[src/rtl/ss_accumulator.sv]
// Streaming frame accumulator: sums NO_OF_STEPS unsigned samples per frame and
// shows each completed frame total as two registered seven-segment digits.
module ss_accumulator #(
  parameter int WIDTH       = 3,
  parameter int NO_OF_STEPS = 4
) (
  input  logic                  clk,
  input  logic                  rstn,
  input  logic [WIDTH-1:0]      s_data,
  output logic [1:0][6:0]       m_data
);

  localparam int MAX_TOTAL = NO_OF_STEPS * ((2 ** WIDTH) - 1);
  localparam int ACC_W     = WIDTH + $clog2(NO_OF_STEPS) + 1;
  localparam int CNT_W     = (NO_OF_STEPS > 1) ? $clog2(NO_OF_STEPS) : 1;
  localparam logic [CNT_W-1:0] LAST_STEP = CNT_W'(NO_OF_STEPS - 1);
  localparam logic [6:0]       SEG_ZERO  = 7'h3F;

  // Two decimal digits are all the display can show.
  if (NO_OF_STEPS < 1) begin : g_bad_steps
    $error("ss_accumulator: NO_OF_STEPS must be at least 1");
  end
  if (MAX_TOTAL > 99) begin : g_bad_range
    $error("ss_accumulator: NO_OF_STEPS*(2**WIDTH-1) exceeds 99");
  end

  function automatic logic [6:0] seg7(input logic [3:0] digit);
    logic [6:0] seg;
    case (digit)
      4'd0:    seg = 7'h3F;
      4'd1:    seg = 7'h06;
      4'd2:    seg = 7'h5B;
      4'd3:    seg = 7'h4F;
      4'd4:    seg = 7'h66;
      4'd5:    seg = 7'h6D;
      4'd6:    seg = 7'h7D;
      4'd7:    seg = 7'h07;
      4'd8:    seg = 7'h7F;
      4'd9:    seg = 7'h6F;
      default: seg = 7'h00;
    endcase
    return seg;
  endfunction

  logic [ACC_W-1:0] acc_q, acc_d;
  logic [CNT_W-1:0] cnt_q, cnt_d;
  logic [1:0][6:0]  disp_q, disp_d;

  logic [ACC_W-1:0] total;
  logic [6:0]       total7;
  logic [3:0]       tens;
  logic [3:0]       ones;
  logic             frame_end;

  assign frame_end = (cnt_q == LAST_STEP);
  assign total     = acc_q + ACC_W'(s_data);
  assign total7    = 7'(total);
  assign tens      = 4'(total7 / 7'd10);
  assign ones      = 4'(total7 % 7'd10);

  // The closing sample goes straight into the display; the next frame starts from zero.
  always_comb begin
    acc_d  = total;
    cnt_d  = cnt_q + CNT_W'(1);
    disp_d = disp_q;
    if (frame_end) begin
      acc_d     = '0;
      cnt_d     = '0;
      disp_d[1] = seg7(tens);
      disp_d[0] = seg7(ones);
    end
  end

  always_ff @(posedge clk) begin
    if (!rstn) begin
      acc_q  <= '0;
      cnt_q  <= '0;
      disp_q <= {SEG_ZERO, SEG_ZERO};
    end else begin
      acc_q  <= acc_d;
      cnt_q  <= cnt_d;
      disp_q <= disp_d;
    end
  end

  assign m_data = disp_q;

endmodule

[config.mk]
export PLATFORM = sky130hd
export DESIGN_NAME = ss_accumulator
export DESIGN_NICKNAME = d
export VERILOG_FILES = /design/src/rtl/ss_accumulator.sv
export SDC_FILE = /design/constraint.sdc
export NUM_CORES = 1
export LEC_CHECK = 0
export ABC_AREA = 1
export CELL_PAD_IN_SITES_DETAIL_PLACEMENT = 1
export CELL_PAD_IN_SITES_GLOBAL_PLACEMENT = 2
export CORE_MARGIN = 2
export CORE_UTILIZATION = 32
export CTS_CLUSTER_SIZE = 20
export DETAILED_ROUTE_END_ITERATION = 10
export GPL_TIMING_DRIVEN = 0
export PLACE_DENSITY_LB_ADDON = 0.1
export SETUP_SLACK_MARGIN = 0.02
export SLEW_MARGIN = 20
export SYNTH_ARGS = -nofsm -noshare
export SYNTH_HDL_FRONTEND = slang
export SYNTH_SLANG_ARGS = --single-unit
export TNS_END_PERCENT = 10
[constraint.sdc]
create_clock -name clk -period 5 [get_ports clk]
set_input_delay 1.25 -clock clk [delete_from_list [all_inputs] [get_ports clk]]
set_output_delay 1.25 -clock clk [all_outputs]
set_load 0.05 [all_outputs]
==> summary by stage, run 1 <==
Run status
The run finished with clean final reports.

Route
The mean routed wirelength per cell is between 10 and 15 um. The first detailed-routing pass ran for 4 iterations. The total DRC errors in the routed layout is 0.

The iteration-0 DRC count of the detailed router is 33. The via count is roughly 1400. The wire length after detailed routing is approximately 3.7 mm. The number of nets with antenna violations after detailed routing is 0. The via-per-instance ratio is approximately 4.5.

GRT
The number of global-route vias before repair is between 1000 and 1500. Summed over all layers, the global routing overflow is 0. The initial antenna violation count is 0. The total routing usage reported by global routing is roughly 14%. Entering global routing, the biggest net connects 12 pins.

The global-route wire length before repair is around 6.4 mm.

Power
The power per cell area is 400 nW/um^2. Summing internal, switching and leakage power gives slightly below 0.8 mW. In this run the static leakage power is 0.914 nW. The largest vdd supply drop is 0.000190 V.

Worst setup path
The category of cells accounting for the largest share of critical-path delay is simple AND/OR/NAND/NOR gates. By instance count, the cell type seen most on the critical path is sky130_fd_sc_hd__nand2_1. The required time at the worst-slack endpoint is about 5.2 ns. The top fanout value on the critical path is 7.

The critical path startpoint category is an input port. STA classifies the critical path endpoint as a flop. The number of buffer and inverter stages on the critical path is 4.

The arrival time of the worst setup path is ~4.8 ns. In this design, the stage delay of the slowest critical-path cell is 0.42 ns. The critical path is of the in -> reg type. For this design, the slowest cell found on the critical path is sky130_fd_sc_hd__fa_1.

Yosys
The mapped netlist covers 1630 um^2. In this run, synthesis produced a sequential element count of 22. Yosys mapped the design onto 29 distinct sky130hd cell types. The number of cells produced by synthesis is 224. Counting every net in the synthesized netlist gives 247. The average instance in the mapped netlist occupies just over 7 um^2. The share of the Yosys chip area taken by registers is 27.0%. Yosys printed 0 warnings.

Clocking
Clock-pin slew was measured on the worst setup and hold paths at around 0.080 ns. The clock latency on the worst-skew pair is approximately 0.26 ns. TritonCTS created 3 clock buffers. The number of hold buffers added after CTS was 0. The maximum buffer depth of the clock tree is 2.

The number of sinks driven by the clock tree is 22. The number of H-tree branching levels is 1. TritonCTS built the clock tree. The buffer type at the clock tree root is sky130_fd_sc_hd__clkbuf_8.

Floorplanning
The top-level I/O count is 19. The area inside the core boundary is about 4800 um^2. For this configuration, the core starts out at a cell density of 33.8%. The floorplan step set the die width to 75.4 um.

After floorplanning, the core was divided into 25 placement rows. The height of the chip is 75.4 um. The die covers 5680 um^2.

Timing
The worst hold margin is roughly 0.42 ns. The hold violation count in the final report is 0. The number of setup violations in the final report is 0.

Adding up every negative setup slack in the final design gives 0 ns. Derived from the worst setup path, the maximum achievable clock frequency is 0.219 GHz. Setup repair after global routing left no endpoint under its margin. At the pin with the least slew margin, the transition time is approximately 0.56 ns. Subtracting the final worst setup slack from the clock period gives about 4.6 ns. After layout, the worst path uses between 90% and 100% of the clock period. The setup slack of the critical path after layout is between 0.4 and 0.5 ns. For the final database, setup skew stands at 0.00399 ns. The worst pin sits at a relative slew slack of a little over three fifths. The final max-slew violation count is 0.

Layout
The total inserted antenna cells is 0. The library cell used most frequently in the layout, excluding fill and tap cells, is sky130_fd_sc_hd__nand2_1. The total of fill cells in the finished design is ~650. The growth of design area from synthesis to finish is 19.8%. Once layout is done, the placed cells without fillers occupy 1950 um^2. Excluding fillers, the count of instances in the completed layout stands at around 310. The top cell types in the final layout, fill and taps aside, are sky130_fd_sc_hd__nand2_1 (48), sky130_fd_sc_hd__inv_1 (29), sky130_fd_sc_hd__nor2_1 (23), sky130_fd_sc_hd__dfxtp_1 (22), sky130_fd_sc_hd__nand3_1 (19). The number of nets in the final layout is 271. Measured on the finished design, the core utilization comes to roughly two fifths.

Of the cells placed in the final design, the portion with a size suffix greater than 1 is between 10% and 20%.

Run
Max-cap violations in this run came to 0.

Placed design
In this run, placement finished with an instance count of 309. The post-place setup slack is -0.0969 ns. Routability-driven placement finished with a final weighted congestion of roughly 0.80.

During placement, the flow inserted port buffers numbering 18. The total cell area at the placement stage is 1890 um^2. Summed over all nets, the half-perimeter wirelength after detailed placement is roughly 3.0 mm.

Worst hold path
The worst hold path belongs to the class reg -> reg.
[metal layers]
layer / up-vias / part of all wire, % / global-route usage (%)
met5: - / 0 / 0
met4: 0 / 0.66 / 2.92
met3: 2 / 2.3 / 1.59
met2: 19 / 46 / 25.3
met1: 642 / 51 / 19.3
li1: 754 / - / -
[logic make-up after synthesis]
kind of cell    after synthesis  share of synthesized area (%)
simple gates                130                           43.1
buf+inv                      38                           8.98
flops                        22                           27.0
fa+ha+maj                    18                           14.3
compound gates               15                           6.14
xor+xnor                      1                          0.537
[worst register-to-register path, delay by kind of cell (launching register included)]
kind | cells | cell delay, ns
AO/OA/AOI/OAI | 1 | 0.13
adder cells (fa/ha/maj) | 4 | 1.06
buffers and inverters | 3 | 0.22
flip-flops | 1 | 0.31
AND/OR/NAND/NOR | 16 | 1.67
[synthesized netlist by cell type]
library cell / instances / area [um^2]
sky130_fd_sc_hd__a31oi_1: 2 / 12.5
sky130_fd_sc_hd__nand3b_1: 2 / 15.0
sky130_fd_sc_hd__dfxtp_1: 22 / 440
sky130_fd_sc_hd__nand2_2: 14 / 87.6
sky130_fd_sc_hd__nand2_4: 2 / 22.5
sky130_fd_sc_hd__inv_1: 29 / 109
sky130_fd_sc_hd__nor2_4: 1 / 11.3
sky130_fd_sc_hd__a21oi_2: 3 / 26.3
sky130_fd_sc_hd__clkbuf_1: 2 / 7.51
sky130_fd_sc_hd__nand4_2: 3 / 37.5
sky130_fd_sc_hd__fa_1: 1 / 20.0
sky130_fd_sc_hd__o21ai_0: 3 / 15.0
sky130_fd_sc_hd__or2_2: 3 / 18.8
sky130_fd_sc_hd__nand4_4: 1 / 21.3
sky130_fd_sc_hd__nor2_1: 23 / 86.3
sky130_fd_sc_hd__o22ai_1: 3 / 18.8
sky130_fd_sc_hd__a21oi_1: 3 / 15.0
sky130_fd_sc_hd__nand3_2: 5 / 50.1
sky130_fd_sc_hd__nand3_1: 19 / 95.1
sky130_fd_sc_hd__nor2_2: 3 / 18.8
sky130_fd_sc_hd__clkinv_1: 2 / 7.51
sky130_fd_sc_hd__nand4_1: 3 / 18.8
sky130_fd_sc_hd__nand2_1: 49 / 184
sky130_fd_sc_hd__xor2_1: 1 / 8.76
sky130_fd_sc_hd__ha_1: 17 / 213
sky130_fd_sc_hd__nand3_4: 2 / 35.0
sky130_fd_sc_hd__buf_4: 1 / 7.51
sky130_fd_sc_hd__o211ai_2: 1 / 12.5
sky130_fd_sc_hd__inv_2: 4 / 15.0
[power by group]
group          leakage [nW]  switching [mW]  internal (mW)  total [mW]
clock                0.0216          0.0566         0.0537       0.110
sequential            0.180         0.00861          0.191       0.200
combinational         0.713           0.312          0.158       0.470
[final timing paths]
path,startpoint,end,slack (ns),cells after the start
worst max-delay path,s_data[0],m_data[0]$_SDFFE_PN1P_,0.43,25
worst min-delay path,cnt_q[0]$_SDFF_PP0_,cnt_q[0]$_SDFF_PP0_,0.42,1
worst max register to register,acc_q[0]$_SDFF_PP0_,m_data[0]$_SDFFE_PN1P_,1.55,24
worst min register to register,cnt_q[0]$_SDFF_PP0_,cnt_q[0]$_SDFF_PP0_,0.42,1
[layout make-up]
cell class / instances / area, um^2 / area share, %
multi-input combinational: 164 / 1050 / 53.9
sequential: 22 / 440 / 22.5
timing repair buffer: 19 / 188 / 9.61
buffer: 3 / 15.0 / 0.769
tap: 67 / 83.8 / 4.29
inverter: 35 / 131 / 6.73
clock buffer: 3 / 41.3 / 2.11
[flip-flops by register name, indices dropped and copies added (netlist names)]
register	flops
acc_q	6
cnt_q	2
m_data	14
[repair_timing]
action	CTS	global route
buffers inserted	0	1
endpoints found under the setup margin	0	7
gates resized for setup	0	3
No activity file was read; power rests on OpenSTA's default activity.
==> run 2: changes to the inputs <==
--- a/config.mk
+++ b/config.mk
@@ -6,6 +6,7 @@
 export NUM_CORES = 1
 export LEC_CHECK = 0
 export ABC_AREA = 1
+export CAP_MARGIN = 20
 export CELL_PAD_IN_SITES_DETAIL_PLACEMENT = 1
 export CELL_PAD_IN_SITES_GLOBAL_PLACEMENT = 2
 export CORE_MARGIN = 2
==> results of run 2 <==
Final layout, timing and power as in run 1 (identical DEF).
==> run 3: changes to the inputs <==
--- a/config.mk
+++ b/config.mk
@@ -14,7 +14,7 @@
 export CTS_CLUSTER_SIZE = 20
 export DETAILED_ROUTE_END_ITERATION = 10
 export GPL_TIMING_DRIVEN = 0
-export PLACE_DENSITY_LB_ADDON = 0.1
+export PLACE_DENSITY_LB_ADDON = 0.3
 export SETUP_SLACK_MARGIN = 0.02
 export SLEW_MARGIN = 20
 export SYNTH_ARGS = -nofsm -noshare
==> summary by stage, run 3 (synthesis gave the netlist of run 1 again) <==
Route
In the routed design, unresolved DRC markers number 0. The via count is about 1400. The final layout contains routed wiring with a total length of 3.64 mm.

Using the TritonRoute via totals, the vias-per-cell ratio works out to 4.51. Dividing the detail-routed wire length by the instance count gives around 12 um. The detailed router finished its first iteration with 32 violations. Before antenna repair, the detailed router went through 4 iterations.

Once detail routing completed, the nets flagged for antenna violations numbered 0.

Clocking
The count of hold buffers inserted by post-cts repair is 0. The clock latency on the worst-skew pair is between 0.2 and 0.3 ns. The clock passes through at most 2 buffers. Clock-pin slew was measured on the worst setup and hold paths at around 0.090 ns. After clock tree synthesis, the setup repair step added 0 buffers. The number of H-tree branching levels is 1. Clock tree synthesis inserted a total of 3 buffers. The clock tree from TritonCTS is built. The number of sinks driven by the clock tree is 22. The buffer type at the clock tree root is sky130_fd_sc_hd__clkbuf_8.

Floorplanning
The die is roughly 75 um wide. Once the floorplan was initialized, standard cells occupied 33.8% of the core. The number of rows created at floorplan is 25.

The top-level I/O count is 19. The area inside the core boundary is ~4800 um^2. The die covers between 5000 and 6000 um^2. Measured along the y axis, the die boundary spans around 75 um.

Placed design
The count of buffers from port buffering is 18. At the end of routability-driven placement, the weighted congestion stood at between 0.7 and 0.8. The placed instance count is slightly above 300.

Summing all placed instances gives a cell area of about 1900 um^2. The placed wire-length estimate is between 3 and 4 mm. OpenSTA, run right after detailed placement, puts the worst setup slack at -0.0824 ns.

Timing
For the final routed database, the setup TNS stands at 0 ns. The number of setup violations in the final report is 0. The shortest period the worst path allows is 4.62 ns. For the pin with the worst max-slew slack, the measured transition is roughly 0.5 ns. Setup repair after global routing left no endpoint under its margin. Based on the critical path, the design can be clocked at up to between 0.2 and 0.25 GHz.

The final max-slew violation count is 0. The worst relative slew slack is between 60% and 70%. The hold violation count in the final report is 0. Once routing completed, OpenROAD measured the worst setup slack at between 0.3 and 0.4 ns. The worst setup skew after layout is between 0.002 and 0.003 ns.

The period utilization is approximately 92%.

Layout
The share of cells above drive strength 1 is 19.9%. The sequential cell area is between 400 and 500 um^2. Relative to the synthesized area, the layout overhead comes to 20.9%. The multi-input combinational cells in the finished layout cover a total of 1050 um^2. The total non-filler cell area in the finished layout is 1970 um^2. The most common library cell in the layout ignoring fill and taps is sky130_fd_sc_hd__nand2_1.

The total of fill cells in the finished design is a little over 600. The total inserted antenna cells is 0. The library cells used most frequently in the layout, excluding fill and tap cells, are sky130_fd_sc_hd__nand2_1 (48), sky130_fd_sc_hd__inv_1 (29), sky130_fd_sc_hd__nor2_1 (23), sky130_fd_sc_hd__dfxtp_1 (22), sky130_fd_sc_hd__nand3_1 (19). The number of nets in the final layout is 270. The final standard cell count with taps included and fillers excluded is 313.

The flip-flop count of the largest register, all copies and words added is 14.

Worst setup path
In this run the worst path has a maximum fanout of 7. The required time at the worst-slack endpoint is between 5 and 6 ns. STA classifies the critical path startpoint as an input port.

The worst setup path is captured at a flop. The critical path is of the in -> reg type. For the worst setup path, the data arrival time is 4.79 ns.

GRT
The number of global-route vias before repair is about 1400. The global-route wire length before repair is 6.20 mm. The total overflow reported by the global router is 0. The maximum number of pins on one net before global-route repair is 14. The total routing usage reported by global routing is about 14%. The initial antenna violation count is 0.

Run status
The flow ran to the end, and the final reports show no timing, DRC or antenna violations.

Power
The analysis attributes to cell leakage a power of 0.922 nW. The post-layout total power is ~0.83 mW. For this design the ratio of total power to cell area is 423 nW/um^2. The largest vdd supply drop is approximately 0.00017 V.

Run
Across the run, the number of max-cap violations was 0.

Worst hold path
The worst hold path belongs to the class reg -> reg.
## run 3: layout make-up
type	instances	share of cell area (%)
Timing Repair Buffer	18	9.14
Buffer	3	0.762
Clock inverter	1	1.52
Clock buffer	3	2.10
Multi-Input combinational cell	164	53.2
Inverter	35	6.67
Sequential cell	22	22.3
Tap cell	67	4.25
## run 3: layer usage
metal | GRT usage [%] | up-vias | part of all wire [%]
li1 | - | 751 | -
met5 | 0 | - | 0
met1 | 19.0 | 648 | 51
met3 | 1.59 | 2 | 1.9
met2 | 23.9 | 10 | 47
met4 | 3.51 | 0 | 0.91
## run 3: critical path, stage by stage
cell and delay, ns:
sky130_fd_sc_hd__clkdlybuf4s50_1 0.41, sky130_fd_sc_hd__ha_1 0.28, sky130_fd_sc_hd__fa_2 0.39, sky130_fd_sc_hd__nand3_1 0.10, sky130_fd_sc_hd__nand2_1 0.05, sky130_fd_sc_hd__nand2_1 0.09, sky130_fd_sc_hd__nand2_2 0.13, sky130_fd_sc_hd__nor2_4 0.17
sky130_fd_sc_hd__nand2_1 0.06, sky130_fd_sc_hd__nand2_1 0.08, sky130_fd_sc_hd__inv_2 0.05, sky130_fd_sc_hd__nand2_4 0.11, sky130_fd_sc_hd__nand2_2 0.08, sky130_fd_sc_hd__nand2_1 0.11, sky130_fd_sc_hd__inv_2 0.06, sky130_fd_sc_hd__ha_1 0.19
sky130_fd_sc_hd__inv_1 0.11, sky130_fd_sc_hd__nand3_4 0.13, sky130_fd_sc_hd__nand3_4 0.17, sky130_fd_sc_hd__nand2_1 0.08, sky130_fd_sc_hd__nand2_2 0.12, sky130_fd_sc_hd__ha_1 0.24, sky130_fd_sc_hd__inv_1 0.05, sky130_fd_sc_hd__nand2_1 0.07
sky130_fd_sc_hd__nand2_1 0.06, sky130_fd_sc_hd__nand3_1 0.07, sky130_fd_sc_hd__nand2_1 0.06, sky130_fd_sc_hd__inv_1 0.03
## run 3: per-stage QoR
stage | util [%] | hold WS, ns
2_1_floorplan | - | 0.399
3_3_place_gp | 39.3 | 0.415
3_5_place_dp | 39.3 | 0.419
4_1_cts | 40.8 | 0.432
5_1_grt | 40.9 | 0.459
6_report | 40.9 | 0.423
## run 3: where the power goes
| part | total [mW] | switching [mW] | internal, mW |
|---|---|---|---|
| clock | 0.168 | 0.0614 | 0.107 |
| combinational | 0.465 | 0.311 | 0.154 |
| sequential | 0.200 | 0.00893 | 0.191 |
| total | 0.834 | 0.382 | 0.452 |
## run 3: final timing paths
| kind | startpoint | end | slack, ns | depth (start not counted) |
|---|---|---|---|---|
| max | s_data[0] | m_data[1]$_SDFFE_PN1P_ | 0.38 | 28 |
| min | cnt_q[0]$_SDFF_PP0_ | cnt_q[0]$_SDFF_PP0_ | 0.42 | 1 |
| max reg2reg | acc_q[0]$_SDFF_PP0_ | m_data[1]$_SDFFE_PN1P_ | 1.50 | 27 |
| min reg2reg | cnt_q[0]$_SDFF_PP0_ | cnt_q[0]$_SDFF_PP0_ | 0.42 | 1 |
## run 3: what timing repair did
action                                  4_1_cts  5_1_grt
endpoints found under the setup margin        0        6
hold endpoints to repair                      0        0
resized for setup                             0        2
